`config.mk`:
```
export PLATFORM = sky130hd
export DESIGN_NAME = pipe_stage_skid
export DESIGN_NICKNAME = d
export VERILOG_FILES = /design/src/rtl/pipe_pkg.sv /design/src/rtl/pipe_slot.sv /design/src/rtl/pipe_stage_skid.sv
export SDC_FILE = /design/constraint.sdc
export NUM_CORES = 1
export LEC_CHECK = 0
export CORE_MARGIN = 5
export CORE_UTILIZATION = 53
export DETAILED_ROUTE_END_ITERATION = 10
export DONT_BUFFER_PORTS = 1
export PLACE_DENSITY = 0.66
export SETUP_SLACK_MARGIN = 0.2
export SYNTH_ARGS = -nofsm -noshare
export SYNTH_HDL_FRONTEND = slang
export SYNTH_SLANG_ARGS = --single-unit
```
`constraint.sdc`:
```
create_clock -name clk_i -period 10.4 [get_ports clk_i]
set_clock_uncertainty 0.05 [all_clocks]
set_input_delay 1.04 -clock clk_i [delete_from_list [all_inputs] [get_ports clk_i]]
set_output_delay 1.04 -clock clk_i [all_outputs]
set_load 0.01 [all_outputs]
```
`src/rtl/pipe_pkg.sv`:
```
// Shared definitions for the elastic inter-stage pipeline registers:
// control-bundle layout, default widths and occupancy encodings.
package pipe_pkg;

    // Control bundle layout (bit offsets within ctrl).
    localparam int unsigned CTRL_REG_WRITE = 0;
    localparam int unsigned CTRL_MEM_TO_REG = 1;
    localparam int unsigned CTRL_MEM_READ = 2;
    localparam int unsigned CTRL_MEM_WRITE = 3;
    localparam int unsigned CTRL_BRANCH = 4;
    localparam int unsigned CTRL_ALU_SRC = 5;
    localparam int unsigned CTRL_REG_DST = 6;
    localparam int unsigned CTRL_ALU_OP_LSB = 7;
    localparam int unsigned CTRL_ALU_OP_W = 2;
    localparam int unsigned SIG_SIZE = CTRL_ALU_OP_LSB + CTRL_ALU_OP_W;

    localparam int unsigned DEFAULT_PC_W = 16;

    // Per-stage payload widths so every instance packs payloads identically.
    localparam int unsigned IF_ID_DATA_W = 32;
    localparam int unsigned ID_EX_DATA_W = 106;
    localparam int unsigned EX_MEM_DATA_W = 48;
    localparam int unsigned MEM_WB_DATA_W = 37;

    localparam logic [1:0] OCC_EMPTY = 2'd0;
    localparam logic [1:0] OCC_ONE = 2'd1;
    localparam logic [1:0] OCC_FULL = 2'd2;

    // Encoded as {main_v, skid_v}; 2'b01 is unreachable.
    typedef enum logic [1:0] {
        StEmpty = 2'b00,
        StOne = 2'b10,
        StFull = 2'b11
    } occ_state_e;

endpackage

```
`src/rtl/pipe_slot.sv`:
```
// One pipeline register slot (valid, pc, data, ctrl) with load, clear and
// asynchronous reset. Clear always zeroes ctrl; pc/data only if ZERO_INVALID.
module pipe_slot
    import pipe_pkg::*;
#(
    parameter int unsigned PC_W = DEFAULT_PC_W,
    parameter int unsigned DATA_W = EX_MEM_DATA_W,
    parameter int unsigned CTRL_W = SIG_SIZE,
    parameter bit ZERO_INVALID = 1'b1
) (
    input  logic              clk_i,
    input  logic              reset_i,
    input  logic              load_i,
    input  logic              clear_i,
    input  logic [PC_W-1:0]   pc_i,
    input  logic [DATA_W-1:0] data_i,
    input  logic [CTRL_W-1:0] ctrl_i,
    output logic              valid_o,
    output logic [PC_W-1:0]   pc_o,
    output logic [DATA_W-1:0] data_o,
    output logic [CTRL_W-1:0] ctrl_o
);

    logic              valid_q;
    logic [PC_W-1:0]   pc_q;
    logic [DATA_W-1:0] data_q;
    logic [CTRL_W-1:0] ctrl_q;

    always_ff @(posedge clk_i or posedge reset_i) begin
        if (reset_i) begin
            valid_q <= 1'b0;
            pc_q    <= '0;
            data_q  <= '0;
            ctrl_q  <= '0;
        end else if (clear_i) begin
            valid_q <= 1'b0;
            ctrl_q  <= '0;
            if (ZERO_INVALID) begin
                pc_q   <= '0;
                data_q <= '0;
            end
        end else if (load_i) begin
            valid_q <= 1'b1;
            pc_q    <= pc_i;
            data_q  <= data_i;
            ctrl_q  <= ctrl_i;
        end
    end

    assign valid_o = valid_q;
    assign pc_o    = pc_q;
    assign data_o  = data_q;
    assign ctrl_o  = ctrl_q;

endmodule

```
`src/rtl/pipe_stage_skid.sv`:
```
// Elastic pipeline stage register: main slot plus one skid slot, valid/ready.
// Optional PIPE_STAGE_PERF_EN adds saturating stall and flush counters.
module pipe_stage_skid
    import pipe_pkg::*;
#(
    parameter int unsigned PC_W = DEFAULT_PC_W,
    parameter int unsigned DATA_W = EX_MEM_DATA_W,
    parameter int unsigned CTRL_W = SIG_SIZE,
    parameter bit ZERO_INVALID = 1'b1
) (
    input  logic              clk_i,
    input  logic              reset_i,
    input  logic              flush_i,
    input  logic              in_valid_i,
    output logic              in_ready_o,
    input  logic [PC_W-1:0]   in_pc_i,
    input  logic [DATA_W-1:0] in_data_i,
    input  logic [CTRL_W-1:0] in_ctrl_i,
    output logic              out_valid_o,
    input  logic              out_ready_i,
    output logic [PC_W-1:0]   out_pc_o,
    output logic [DATA_W-1:0] out_data_o,
    output logic [CTRL_W-1:0] out_ctrl_o,
    output logic [1:0]        occupancy_o
`ifdef PIPE_STAGE_PERF_EN
    ,
    output logic [15:0]       stall_cnt_o,
    output logic [15:0]       flush_cnt_o
`endif
);

    logic              main_v, skid_v;
    logic [PC_W-1:0]   skid_pc;
    logic [DATA_W-1:0] skid_data;
    logic [CTRL_W-1:0] skid_ctrl;
    logic              main_load, main_clear, skid_load, skid_clear, main_from_skid;
    logic [PC_W-1:0]   main_pc_d;
    logic [DATA_W-1:0] main_data_d;
    logic [CTRL_W-1:0] main_ctrl_d;
    logic              acc, drn;
    occ_state_e        state;

    assign state      = occ_state_e'({main_v, skid_v});
    assign in_ready_o = ~skid_v;
    assign acc        = in_valid_i & in_ready_o;
    assign drn        = main_v & out_ready_i;

    always_comb begin
        main_load      = 1'b0;
        main_clear     = 1'b0;
        skid_load      = 1'b0;
        skid_clear     = 1'b0;
        main_from_skid = 1'b0;
        occupancy_o    = OCC_ONE;
        unique case (state)
            StEmpty: occupancy_o = OCC_EMPTY;
            StOne:   occupancy_o = OCC_ONE;
            StFull:  occupancy_o = OCC_FULL;
            default: occupancy_o = OCC_ONE;
        endcase
        if (flush_i) begin
            main_clear = 1'b1;
            skid_clear = 1'b1;
        end else begin
            unique case (state)
                StEmpty: main_load = acc;
                StOne: begin
                    main_load  = acc & drn;
                    skid_load  = acc & ~drn;
                    main_clear = ~acc & drn;
                end
                StFull: begin
                    main_load      = drn;
                    main_from_skid = drn;
                    skid_clear     = drn;
                end
                default: ;
            endcase
        end
    end

    assign main_pc_d   = main_from_skid ? skid_pc : in_pc_i;
    assign main_data_d = main_from_skid ? skid_data : in_data_i;
    assign main_ctrl_d = main_from_skid ? skid_ctrl : in_ctrl_i;

    pipe_slot #(
        .PC_W(PC_W), .DATA_W(DATA_W), .CTRL_W(CTRL_W), .ZERO_INVALID(ZERO_INVALID)
    ) u_main (
        .clk_i  (clk_i),
        .reset_i(reset_i),
        .load_i (main_load),
        .clear_i(main_clear),
        .pc_i   (main_pc_d),
        .data_i (main_data_d),
        .ctrl_i (main_ctrl_d),
        .valid_o(main_v),
        .pc_o   (out_pc_o),
        .data_o (out_data_o),
        .ctrl_o (out_ctrl_o)
    );

    pipe_slot #(
        .PC_W(PC_W), .DATA_W(DATA_W), .CTRL_W(CTRL_W), .ZERO_INVALID(ZERO_INVALID)
    ) u_skid (
        .clk_i  (clk_i),
        .reset_i(reset_i),
        .load_i (skid_load),
        .clear_i(skid_clear),
        .pc_i   (in_pc_i),
        .data_i (in_data_i),
        .ctrl_i (in_ctrl_i),
        .valid_o(skid_v),
        .pc_o   (skid_pc),
        .data_o (skid_data),
        .ctrl_o (skid_ctrl)
    );

    assign out_valid_o = main_v;

    skid_needs_main: assert property (@(posedge clk_i) disable iff (reset_i) !(skid_v && !main_v));

`ifdef PIPE_STAGE_PERF_EN
    logic [15:0] stall_cnt_q, stall_cnt_d, flush_cnt_q, flush_cnt_d;

    always_comb begin
        stall_cnt_d = stall_cnt_q;
        flush_cnt_d = flush_cnt_q;
        if (main_v && !out_ready_i && stall_cnt_q != 16'hFFFF) begin
            stall_cnt_d = stall_cnt_q + 16'd1;
        end
        if (flush_i && main_v && flush_cnt_q != 16'hFFFF) begin
            flush_cnt_d = flush_cnt_q + 16'd1;
        end
    end

    always_ff @(posedge clk_i or posedge reset_i) begin
        if (reset_i) begin
            stall_cnt_q <= '0;
            flush_cnt_q <= '0;
        end else begin
            stall_cnt_q <= stall_cnt_d;
            flush_cnt_q <= flush_cnt_d;
        end
    end

    assign stall_cnt_o = stall_cnt_q;
    assign flush_cnt_o = flush_cnt_q;
`endif

endmodule

```
[After elaboration in Yosys (flattened, before gate mapping)]
Index checks and enable logic that the tools add are counted.
Cells by class
  equal/unequal tests: 2
  mux-type cells: 29
  bitwise gates (word level): 8
  reductions and logical operators: 3
Operators with widths (number)
  $mux W48: 5
  $mux W16: 5
  $mux W9: 5
  $mux W1: 12
  $and A1 B1 Y1: 5
  $eq A2 B2 Y1 const B: 2
  $pmux W2 S2: 1
  $reduce_bool A2 Y1: 2
  $not A1 Y1: 3
  $pmux W1 S3: 1
  $logic_not A2 Y1: 1
Word-level totals
  bits in registers: 148
  output and inout bits: 77
  logic and storage cells: 50

[Longest topological paths before layout]
  word-level depth: 7
  depth in mapped cells: 9

[Modules after synthesis]
From an unflattened synthesis, not the netlist that was laid out.
Second synthesis, totals
  cells, all modules: 577
  area total of the unflattened synthesis: 7472.2 µm²
By module, submodules not included
  pipe_slot: instances 2, cells an instance 239, area an instance 3039.2 µm², sequential area each 1851.8 µm²
  pipe_stage_skid: instances 1, cells an instance 99, area an instance 1393.8 µm², sequential area each 0.0 µm²

[Worst setup path before layout]
Ideal clock, no wire load.
  kind: input-to-reg
  start: in in_valid_i
  end: reg u_main.ctrl_q[0], in the netlist u_main.ctrl_o[0]
  setup time: 0.094 ns
  data arrival time: 2.057 ns
  slack: 8.199 ns
  stages: 6
  path buffers: 3
  cell sequence: and4bb_1 -> buf_2 -> a211o_1 -> buf_6 -> buf_6 -> a211oi_1
On the way
  longest elaborated chain between the ends: 6
  elaborated cells on any way between the ends: 10
  classes of those cells: mux (5); bitwise (4); reduce/logical (1)
RTL lines
  start, declared: line pipe_stage_skid.sv:14  | input logic in_valid_i,
  $and A1 B1 Y1 (*): line pipe_stage_skid.sv:45  | assign acc = in_valid_i & in_ready_o;
  parallel branches: the longest is 5 deep, another holds $pmux W1 S3
  end signal, assigned: line pipe_slot.sv:46  | ctrl_q <= ctrl_i;
  end, declared: line pipe_slot.sv:27  | logic [CTRL_W-1:0] ctrl_q;
Mark *: on every way between the ends.
A chain may end at the register's enable or synchronous reset.

[Worst setup path after layout]
  start: reg u_main.valid_q, in the netlist u_main.valid_o
  end: reg u_main.data_q[11], in the netlist u_main.data_o[11]
On the way
  longest elaborated chain between the ends: 6
  elaborated cells on any way between the ends: 16
  classes of those cells: eq/ne (2); mux (9); bitwise (3); reduce/logical (2)
RTL lines
  start, declared: line pipe_slot.sv:24  | logic valid_q;
  start signal, assigned: line pipe_slot.sv:31  | valid_q <= 1'b0;
  start signal, assigned: line pipe_slot.sv:36  | valid_q <= 1'b0;
  start signal, assigned: line pipe_slot.sv:43  | valid_q <= 1'b1;
  $eq A2 B2 Y1 / $and A1 B1 Y1 (equally long branches): line pipe_stage_skid.sv:65, pipe_stage_skid.sv:46
  $mux W1: line pipe_stage_skid.sv:65  | unique case (state)
  $mux W1: line pipe_stage_skid.sv:61  | if (flush_i) begin
  $mux W48: line pipe_stage_skid.sv:83  | assign main_data_d = main_from_skid ? skid_data : in_data_i;
  $mux W48: line pipe_slot.sv:42  | end else if (load_i) begin
  $mux W48: line pipe_slot.sv:35  | end else if (clear_i) begin
  end signal, assigned: line pipe_slot.sv:45  | data_q <= data_i;
  end, declared: line pipe_slot.sv:26  | logic [DATA_W-1:0] data_q;
Parallel ways exist; a longest one is shown, timed or not. The select of a mux whose other input is x is not followed.

==> results by stage <==
STA:
- Final hold analysis gives a worst-case slack of 0.496 ns.
- For this run, the top clock speed supported by timing is 0.287 GHz.
- The tightest slew margin relative to the limit is 17.2%.
- The count of final hold-check violations is 0.
- The final critical path takes up 33.5% of the cycle.
- Subtracting the final worst setup slack from the clock period gives 3.49 ns.
- The total of endpoints with negative setup slack in the final report is 0.
- The transition time of the tightest slew-check pin is 1.24 ns.
- The sum of negative setup slack is 0 ns.
- Setup repair after global routing left no endpoint under its margin.
- The final number of max-transition violations came to 0.

Floorplanning:
- The die covers 0.0168 sq mm.
- The initial core utilization is 54.4%.
- The area of the core region is 0.0139 sq mm.
- Pin placement for this block handled 155 I/O pins.
- The die span in y is 130 um.
- The site row count is 43.
- The die outline width is 130 um.

Power and ir drop:
- In this run the power density over the cells is 190 mW/mm^2.
- Overall power consumption after layout is estimated at 0.00152 W.
- The maximum vdd drop is 0.114 mV.
- The static power due to leakage is 3.52 nW.

CTS:
- In this run the number of H-tree levels came out at 4.
- The number of buffers on the longest clock path is 2.
- After clock tree synthesis, the setup repair step added 0 buffers.
- The TritonCTS clock tree is yes.
- The number of gates resized after CTS was 0.
- At the later pin of the worst-skew pair, clock insertion delay measures 0.42 ns.
- The root buffer cell chosen for the clock tree is sky130_fd_sc_hd__clkbuf_16.
- The number of clock buffers added by TritonCTS is 17.
- The post-cts hold buffer count is 0.
- The clock input transition at the sequential cells of the worst setup and hold paths is 0.06 ns.
- The number of sinks driven by the clock tree is 148.

Route:
- The iteration-0 DRC count of the detailed router is 655.
- The via density per instance is 7.18.
- The mean routed wirelength per cell is 25.2 um.
- The post-detailed-route count of antenna-violating nets is 0.
- The total wirelength of the detailed-routed design is 20900 um.
- The count of unresolved DRC violations after routing is 0.
- The total iterations of the first detailed-routing run is 5.
- The vias after detailed routing is 5965.

Setup path:
- The highest net fanout along the worst path is 74.
- For flop-to-flop paths, the worst setup slack is 6.91 ns.
- The source of the worst register-to-register timing path is u_main.valid_o.
- The highest cell delay on the worst timing path is 1.06 ns.
- The signal on the critical path passes through inv_1 -> ha_1 -> and3b_2 -> a211o_2 -> buf_4 -> a211oi_1.
- In this run the critical register-to-register path is captured at u_main.data_o[11].
- The worst endpoint data arrival time is 3.69 ns.
- The data required time of the worst path is 10.61 ns.
- The number of cells on the worst reg-to-reg path is 6.
- The endpoint class of the critical path is a flop.
- The critical setup path kind is flop to flop.
- The critical path's slowest cell is sky130_fd_sc_hd__and3b_2.
- STA classifies the critical path startpoint as a flop.

Global routing:
- Entering global routing, the biggest net connects 101 pins.
- The initial antenna violation count is 0.
- The total congestion overflow is 0.
- The number of global-route vias before repair is 5839.
- The combined global-route utilization of all metal layers is 24.8%.
- The first global-routing pass estimated 33100 um of wire.

Worst hold path:
- The worst hold path was traced through 2 stages.
- The worst hold path terminates at u_skid.pc_o[13].
- In this run the most critical hold path is launched from u_skid.pc_o[13].
- The tightest min-delay check is of the flop to flop type.

Synthesis:
- The count of warnings emitted by yosys is 0.
- In this run the cell area of the synthesized design comes to 0.00758 sq mm.
- Synthesis handed over a netlist of 714 instances.
- The number of storage elements in the synthesis netlist is 148.
- The post-synthesis cell type count is 24.
- Of the synthesized area, sequential elements account for 48.8%.
- Averaged over all synthesized cells, the footprint is 10.6 sq um.
- For this run, the leading register cell type out of synthesis is sky130_fd_sc_hd__dfrtp_1.
- Of all cell types, the one taking the most synthesized area is sky130_fd_sc_hd__dfrtp_1.
- The synthesized design devotes to its leading area cell type 48.8% of total area.
- Counting flops with a built-in enable in the synthesized netlist gives 0.
- In the synthesized netlist the async set-or-reset flop fraction comes to 100%.
- Ranked by total cell area, the synthesized netlist is headed by sky130_fd_sc_hd__dfrtp_1 49%, sky130_fd_sc_hd__mux2i_1 9.6%, sky130_fd_sc_hd__a2111oi_0 8.4%.
- The number of nets handed over by synthesis was 797.

Run status:
- The flow ran to the end, and the final reports show no timing, DRC or antenna violations.

Finish:
- The number of antenna diodes in the final layout is 0.
- The area growth from synthesis to final layout is 5.67%.
- Excluding fillers, the count of instances in the completed layout stands at 831.
- The share of layout cells above drive strength 1 is 7.53%.
- The fraction of the core area covered by cells at the end of the flow is 57.5%.
- At the end of the flow, the number of nets in the layout was 721.

Placed design:
- The congestion estimate from routability-driven global placement came to 0.796.
- The total placed cells including tap cells is 799.
- Input and output buffers added on the ports amount to 0.
- The HPWL reported at the end of detailed placement is 11500 um.

Job:
- The number of maximum-capacitance constraint violations is 0.
-- worst max-delay path by stage --
stage / cells after the start / to / slack (ns) / startpoint
6_report: 6 / u_main.data_o[11] / 6.91 / u_main.valid_o
5_1_grt: 6 / u_main.data_o[32] / 6.69 / u_main.valid_o
4_1_cts: 6 / u_main.ctrl_o[0] / 6.91 / u_main.valid_o
3_5_place_dp: 6 / u_main.ctrl_o[0] / 6.92 / u_main.valid_o
3_3_place_gp: 6 / u_main.data_o[35] / 7.03 / u_main.valid_o
2_1_floorplan: 1 / u_main.ctrl_o[0] / 5.33 / reset_i
-- synthesized netlist by cell type, drive strengths merged (2+ instances only) --
| library cell | n |
|---|---|
| mux2i | 73 |
| nor2 | 2 |
| o211ai | 73 |
| buf | 38 |
| inv | 3 |
| a2111oi | 73 |
| dfrtp | 148 |
| a21oi | 74 |
| nand3 | 74 |
| ha | 5 |
| and3b | 2 |
| clkbuf | 66 |
| a211oi | 74 |
-- placed cells by master (no fill, tap or decap), drive strengths merged, types with 7 or more instances in the layout --
cell	count
nand3	74
a211oi	74
mux2i	73
clkinv	7
clkbuf	21
a21oi	74
o211ai	73
dfrtp	148
buf	9
a2111oi	73
-- final cells by class --
type / count / area (sq um)
Multi-Input combinational cell: 459 / 3410
Timing Repair Buffer: 9 / 67.6
Fill cell: 1175 / 5920
Sequential cell: 148 / 3700
Inverter: 3 / 16.3
Clock buffer: 21 / 460
Clock inverter: 11 / 133
Tap cell: 180 / 225
-- critical path: cells and delay by family (launching register included) --
family	cells	cell delay, ns
compound gates	2	0.43
flops	1	0.67
simple gates	1	1.06
buf+inv	2	0.76
fa+ha+maj	1	0.26
-- where the power goes --
group / switching, W / internal [W]
Combinational: 0.000139 / 0.0000683
Clock: 0.000231 / 0.000386
Sequential: 0.0000648 / 0.000631
-- through the flow --
step	setup slack (ns)	area, sq um
global placement	7.03	7420
global route	6.69	8020
finish	6.91	8020
floorplan	5.33	7580
detailed placement	6.92	7420
CTS	6.91	8020
-- metal layers --
layer | routed length, um | GRT usage, % | part of all wire (%)
met5 | 0 | 0 | 0
met4 | 274 | 6.05 | 1.3
met3 | 2450 | 10.6 | 12
met2 | 9630 | 37.5 | 46
met1 | 8580 | 33.4 | 41
-- registers in the layout, indices dropped and copies added (netlist names) --
| signal | cells |
|---|---|
| u_main.data_o | 48 |
| u_skid.data_o | 48 |
| u_main.pc_o | 16 |
| u_skid.pc_o | 16 |
| u_main.ctrl_o | 9 |
| u_skid.ctrl_o | 9 |
| u_main.valid_o | 1 |
| u_skid.valid_o | 1 |
-- cell families (layout without fill, tap and decap cells) --
kind of cell | after synthesis | in the layout | share of synthesized area (%)
AND/OR/NAND/NOR | 85 | 85 | 5.99
adder cells (fa/ha/maj) | 5 | 5 | 0.825
AO/OA/AOI/OAI | 296 | 296 | 28.1
buffers and inverters | 107 | 44 | 6.63
flip-flops | 148 | 148 | 48.8
multiplexers | 73 | 73 | 9.63
Power figures use the tool's default switching activity.
==> edit 1 (same settings) <==
`ZERO_INVALID` is set to 1'b1 in 2 places; all go to 1'b0.
--- a/src/rtl/pipe_slot.sv
+++ b/src/rtl/pipe_slot.sv
@@ -7,5 +7,5 @@
     parameter int unsigned DATA_W = EX_MEM_DATA_W,
     parameter int unsigned CTRL_W = SIG_SIZE,
-    parameter bit ZERO_INVALID = 1'b1
+    parameter bit ZERO_INVALID = 1'b0
 ) (
     input  logic              clk_i,
--- a/src/rtl/pipe_stage_skid.sv
+++ b/src/rtl/pipe_stage_skid.sv
@@ -7,5 +7,5 @@
     parameter int unsigned DATA_W = EX_MEM_DATA_W,
     parameter int unsigned CTRL_W = SIG_SIZE,
-    parameter bit ZERO_INVALID = 1'b1
+    parameter bit ZERO_INVALID = 1'b0
 ) (
     input  logic              clk_i,
Behaviour: not the same (Yosys sat finds a counterexample within 4 cycles, from zero or initial values and one cycle with reset_i high).
==> edit 1 against the unedited design <==
  * Synthesized area down 6.6%
  * Worst setup slack better by 280 ps
  * Design area down 4.9%
  * Sequential cell count is the same
  * Core utilization grew 0.25 points
  * Wire length is 33% lower
  * Power up 23%
  * Highest routed layer unchanged
==> edit 1: results (changes against the unedited design) <==
[drt]
first_iter_violations=199  ; was 655
wl_met3_mm=1.14  ; was 2.45 mm
dr_wl_met2_mm=7.03  ; was 9.63 mm
num_vias=3954  ; was 5965
firstDrtPassIters=4  ; was 5
drt-wirelength-per-cell_microns=19.0  ; was 25.2 microns
wl_met1_mm=5.46  ; was 8.58 mm

[setup_path]
crit_arrival_ps=3450  ; was 3690 ps
slowest_stage=or3_4  ; was and3b_2
max_stage_delay_ps=630  ; was 1060 ps
crit_fanout=38  ; was 74
path_delay_family=buffers and inverters  ; was simple AND/OR/NAND/NOR gates

[clock_tree]
cts_max_path_buffers=2  ; unchanged
cts.clk_slew.worst_paths_ps=60  ; about the same
cts_setup_buffers=0  ; unchanged
insertion_delay_ps=410

[power_and_ir_drop]
peakVddDrop_uv=144  ; was 114 uV
p_leak_nw=4.09  ; was 3.52 nW
internal_power_w=0.00133  ; was 0.00109 W

[synthesis]
synthTopCellsByArea=dfrtp_1, mux2_4, nand2_1, buf_12, mux2i_1  ; was dfrtp_1, mux2i_1, a2111oi_0, a211oi_1, o211ai_1
async_flop_share_pct=100  ; unchanged
ys_top_cells_by_count=nand2_1, dfrtp_1, mux2_4  ; was dfrtp_1, a211oi_1, a21oi_1, nand3_1
synth_nets=638  ; was 797
ys_seq_area_share_pct=52.3  ; was 48.8%
synth.distinct_cells=30  ; was 24
yosysWarnings=0  ; unchanged

[finish]
drive_gt1_share_pct=30.8  ; was 7.53%
nets=631  ; was 721

[hold_path]
min_path_type=reg2reg  ; unchanged

[place]
io_buffer_count=0  ; unchanged
place_congestion=0.793  ; was 0.796
dpl_worst_slack_ps=7080  ; was 6920 ps
hpwl_mm=9.47  ; was 11.5 mm

[global_routing]
first_global_vias=4311  ; was 5839
grt_start_max_net_pins=80  ; was 101
track_usage_pct=18.2  ; was 24.8%
grt_pass1_wl_mm=22.7  ; was 33.1 mm

[sta]
slew_headroom_pct=23.0  ; was 17.2%
tns_ps=0  ; unchanged

[run]
drv_cap=0  ; unchanged

[run_status]
status=completed  ; unchanged

[edit 1: per-stage QoR]
step	cells	hold slack [ps]	power, W	instance area [sq um]
finish	735	422	0.00187	7620
global placement	705	404	0.00128	7060
CTS	735	426	0.00189	7620
global route	735	441	0.00198	7620
floorplan	555	392	0.00122	7080
detailed placement	705	412	0.00131	7060
[edit 1: final timing paths]
kind	end	cells past startpoint	from	slack, ps
min	u_skid.pc_o[9]$_DFFE_PP0P_	2	u_skid.pc_o[9]$_DFFE_PP0P_	420
min in group asynchronous	u_main.data_o[33]$_DFFE_PP0P_	1	reset_i	510
min reg2reg	u_skid.pc_o[9]$_DFFE_PP0P_	2	u_skid.pc_o[9]$_DFFE_PP0P_	420
max	u_main.data_o[44]$_DFFE_PP0P_	7	u_main.valid_o$_DFFE_PP0P_	7200
max reg2reg	u_main.data_o[44]$_DFFE_PP0P_	7	u_main.valid_o$_DFFE_PP0P_	7200
max in group asynchronous	u_skid.data_o[30]$_DFFE_PP0P_	2	reset_i	8340
[edit 1: worst reg2reg max path, delay by kind of cell, from the launching register on]
family	cells	cell delay (ps)
simple gates	1	630
mux	1	410
compound gates	2	370
buf+inv	2	770
fa+ha+maj	1	240
flops	1	620
[edit 1: logic make-up after synthesis]
| kind of cell | after synthesis | synth area share (%) |
|---|---|---|
| compound gates | 24 | 2.76 |
| buf+inv | 35 | 4.36 |
| mux | 137 | 28.1 |
| flops | 148 | 52.3 |
| fa+ha+maj | 5 | 0.883 |
| simple gates | 206 | 11.6 |
[edit 1: routing by layer]
metal / up-vias / track usage, %
li1: 1830 / -
met1: 1994 / 21.0
met2: 108 / 30.2
met3: 22 / 7.21
met4: 0 / 7.65
met5: - / 0
[edit 1: power groups by stage]
| stage | combinational, W | sequential (W) | clock, W |
|---|---|---|---|
| finish | 0.000322 | 0.000972 | 0.000575 |
| global route | 0.000362 | 0.000999 | 0.000615 |
| CTS | 0.000328 | 0.000976 | 0.000586 |
| detailed placement | 0.000327 | 0.000983 | 0 |
| global placement | 0.000308 | 0.000972 | 0 |
| floorplan | 0.000290 | 0.000931 | 0 |
[edit 1: final cells by class]
class                           instances  area [sq um]
Fill cell                            1082          5570
Sequential cell                       148          3700
Multi-Input combinational cell        372          3080
Clock buffer                           21           480
Tap cell                              176           220
Clock inverter                          9          78.8
Timing Repair Buffer                    6          45.0
Inverter                                3          16.3
==> edit 2 (same settings) <==
Made on the original files. Set the package constant `CTRL_ALU_OP_LSB` to 9 (it was 7).
--- a/src/rtl/pipe_pkg.sv
+++ b/src/rtl/pipe_pkg.sv
@@ -11,5 +11,5 @@
     localparam int unsigned CTRL_ALU_SRC = 5;
     localparam int unsigned CTRL_REG_DST = 6;
-    localparam int unsigned CTRL_ALU_OP_LSB = 7;
+    localparam int unsigned CTRL_ALU_OP_LSB = 9;
     localparam int unsigned CTRL_ALU_OP_W = 2;
     localparam int unsigned SIG_SIZE = CTRL_ALU_OP_LSB + CTRL_ALU_OP_W;
Ports: changed (resized in_ctrl_i and out_ctrl_o); port bits go from 155 to 159. No check against the original RTL was run, so the function may have changed too.
==> edit 2 against the unedited design <==
  * Power up 3.8%
  * Design area increased by 3.0%
  * Synthesized cell count up 2.8%
  * Fmax is 3.1% lower
  * Worst setup slack lost 110 ps
  * Wire length is 1.8% higher
  * Synthesized area is 2.4% higher
  * Sequential cell count increased by 4
  * Critical path type unchanged
  * Critical endpoint is now u_main.ctrl_o[2]$_DFFE_PP0P_
==> edit 2: results (changes against the unedited design) <==
[global_routing]
grt_pass1_wl_mm=33.7  ; was 33.1 mm
first_global_vias=5969  ; was 5839
grt_start_max_net_pins=112  ; was 101
grt_antenna_before_repair=0  ; unchanged
track_usage_pct=25.0  ; was 24.8%

[place]
hpwl_mm=12.2  ; was 11.5 mm
io_buffer_count=0  ; unchanged
place_congestion=0.800  ; was 0.796
post_dp_cell_area_sq_um=7630  ; was 7420 sq um

[setup_path]
slowest_stage=and4b_4  ; was and3b_2
crit-reg2reg-launch=u_main.valid_o$_DFFE_PP0P_  ; unchanged
reg2reg_to=u_main.ctrl_o[2]$_DFFE_PP0P_  ; was u_main.data_o[11]$_DFFE_PP0P_
rrSetupSlack_ps=6800  ; was 6910 ps
path_delay_family=simple AND/OR/NAND/NOR gates  ; unchanged
crit_arrival_ps=3810  ; was 3690 ps
max_stage_delay_ps=900  ; was 1060 ps
worstRegToRegCells=6  ; unchanged
crit_fanout=76  ; was 74
critPathKind=reg2reg  ; unchanged

[clock_tree]
cts-root-buf=clkbuf_16  ; unchanged
insertion_delay_ps=430
cts.clk_slew.worst_paths_ps=60  ; about the same
cts_max_path_buffers=2  ; unchanged
ctsHoldBuffers=0  ; unchanged
cts_setup_buffers=0  ; unchanged
numCtsBuffers=17  ; unchanged
cts.htree.levels=4  ; unchanged

[drt]
first_iter_violations=505  ; was 655
firstDrtPassIters=5  ; unchanged
wl_mm=21.3  ; was 20.9 mm
num_vias=6147  ; was 5965

[synthesis]
ys_seq_area_share_pct=49.0  ; was 48.8%
synth_nets=819  ; was 797
synth.distinct_cells=24  ; unchanged
synthTopCellsByArea=dfrtp_1, mux2i_1, a2111oi_0, a211oi_1, o211ai_1  ; unchanged
yosysWarnings=0  ; unchanged
async_flop_share_pct=100  ; unchanged
ys_top_cells_by_count=dfrtp_1, a211oi_1, a21oi_1, nand3_1  ; unchanged

[sta]
hold_violations=0  ; unchanged
max_freq_mhz=278  ; was 287 MHz
fin_hold_ws_ps=495  ; was 496 ps
slew_headroom_pct=25.8  ; was 17.2%

[finish]
diodes=0  ; unchanged
drive_gt1_share_pct=7.62  ; was 7.53%
fillers=1224  ; was 1175
nets=741  ; was 721

[power_and_ir_drop]
p_leak_nw=3.62  ; was 3.52 nW
peakVddDrop_uv=112  ; was 114 uV

[hold_path]
holdPathStages=2  ; unchanged
timing.hold.worst.start=u_skid.data_o[20]$_DFFE_PP0P_  ; was u_skid.pc_o[13]$_DFFE_PP0P_
min_path_type=reg2reg  ; unchanged
worstHoldEndpoint=u_skid.data_o[20]$_DFFE_PP0P_  ; was u_skid.pc_o[13]$_DFFE_PP0P_

[run_status]
status=completed  ; unchanged

==> edit 2: worst max-delay path by stage <==
stage,cells after the start,end
6_report,6,u_main.ctrl_o[2]$_DFFE_PP0P_
5_1_grt,6,u_main.ctrl_o[2]$_DFFE_PP0P_
4_1_cts,6,u_main.data_o[15]$_DFFE_PP0P_
3_5_place_dp,6,u_main.ctrl_o[2]$_DFFE_PP0P_
3_3_place_gp,6,u_main.data_o[33]$_DFFE_PP0P_
2_1_floorplan,1,u_main.ctrl_o[0]$_DFFE_PP0P_
==> edit 2: logic make-up (layout without fill, tap and decap cells) <==
family | after synthesis | in the layout | share of synthesized area (%)
compound gates | 304 | 304 | 28.2
flops | 152 | 152 | 49.0
buf+inv | 111 | 46 | 6.41
simple gates | 87 | 87 | 5.98
mux | 75 | 75 | 9.66
fa+ha+maj | 5 | 5 | 0.805
==> edit 2: layout make-up <==
cell class                      count  area (sq um)  area share (%)
Sequential cell                   152          3800            46.1
Multi-Input combinational cell    471          3500            42.3
Clock buffer                       25           515            6.24
Tap cell                          184           230            2.79
Clock inverter                      7           113            1.36
Timing Repair Buffer               11          82.6            1.00
Inverter                            3          16.3           0.197
==> edit 2: per-layer routing <==
metal | part of all wire (%) | vias to the layer above | track usage (%)
li1 | - | 2751 | -
met1 | 40 | 3078 | 32.2
met2 | 48 | 278 | 39.0
met3 | 10 | 40 | 9.81
met4 | 2.3 | 0 | 7.86
met5 | 0 | - | 0
==> edit 2: report_power, final <==
part / internal, W / switching, W
Clock: 0.000415 / 0.000238
Sequential: 0.000648 / 0.0000665
Combinational: 0.0000705 / 0.000141
==> edit 2: worst min-delay path: cells and delay by family, from the launching register on <==
kind	cells	cell delay, ps
flip-flops	1	370
AO/OA/AOI/OAI	2	140
==> edit 2: per-stage QoR <==
stage               instances  power, W
floorplan                 734  0.000888
global placement          821  0.000926
detailed placement        821  0.000937
CTS                       853   0.00159
global route              853   0.00165
finish                    853   0.00158
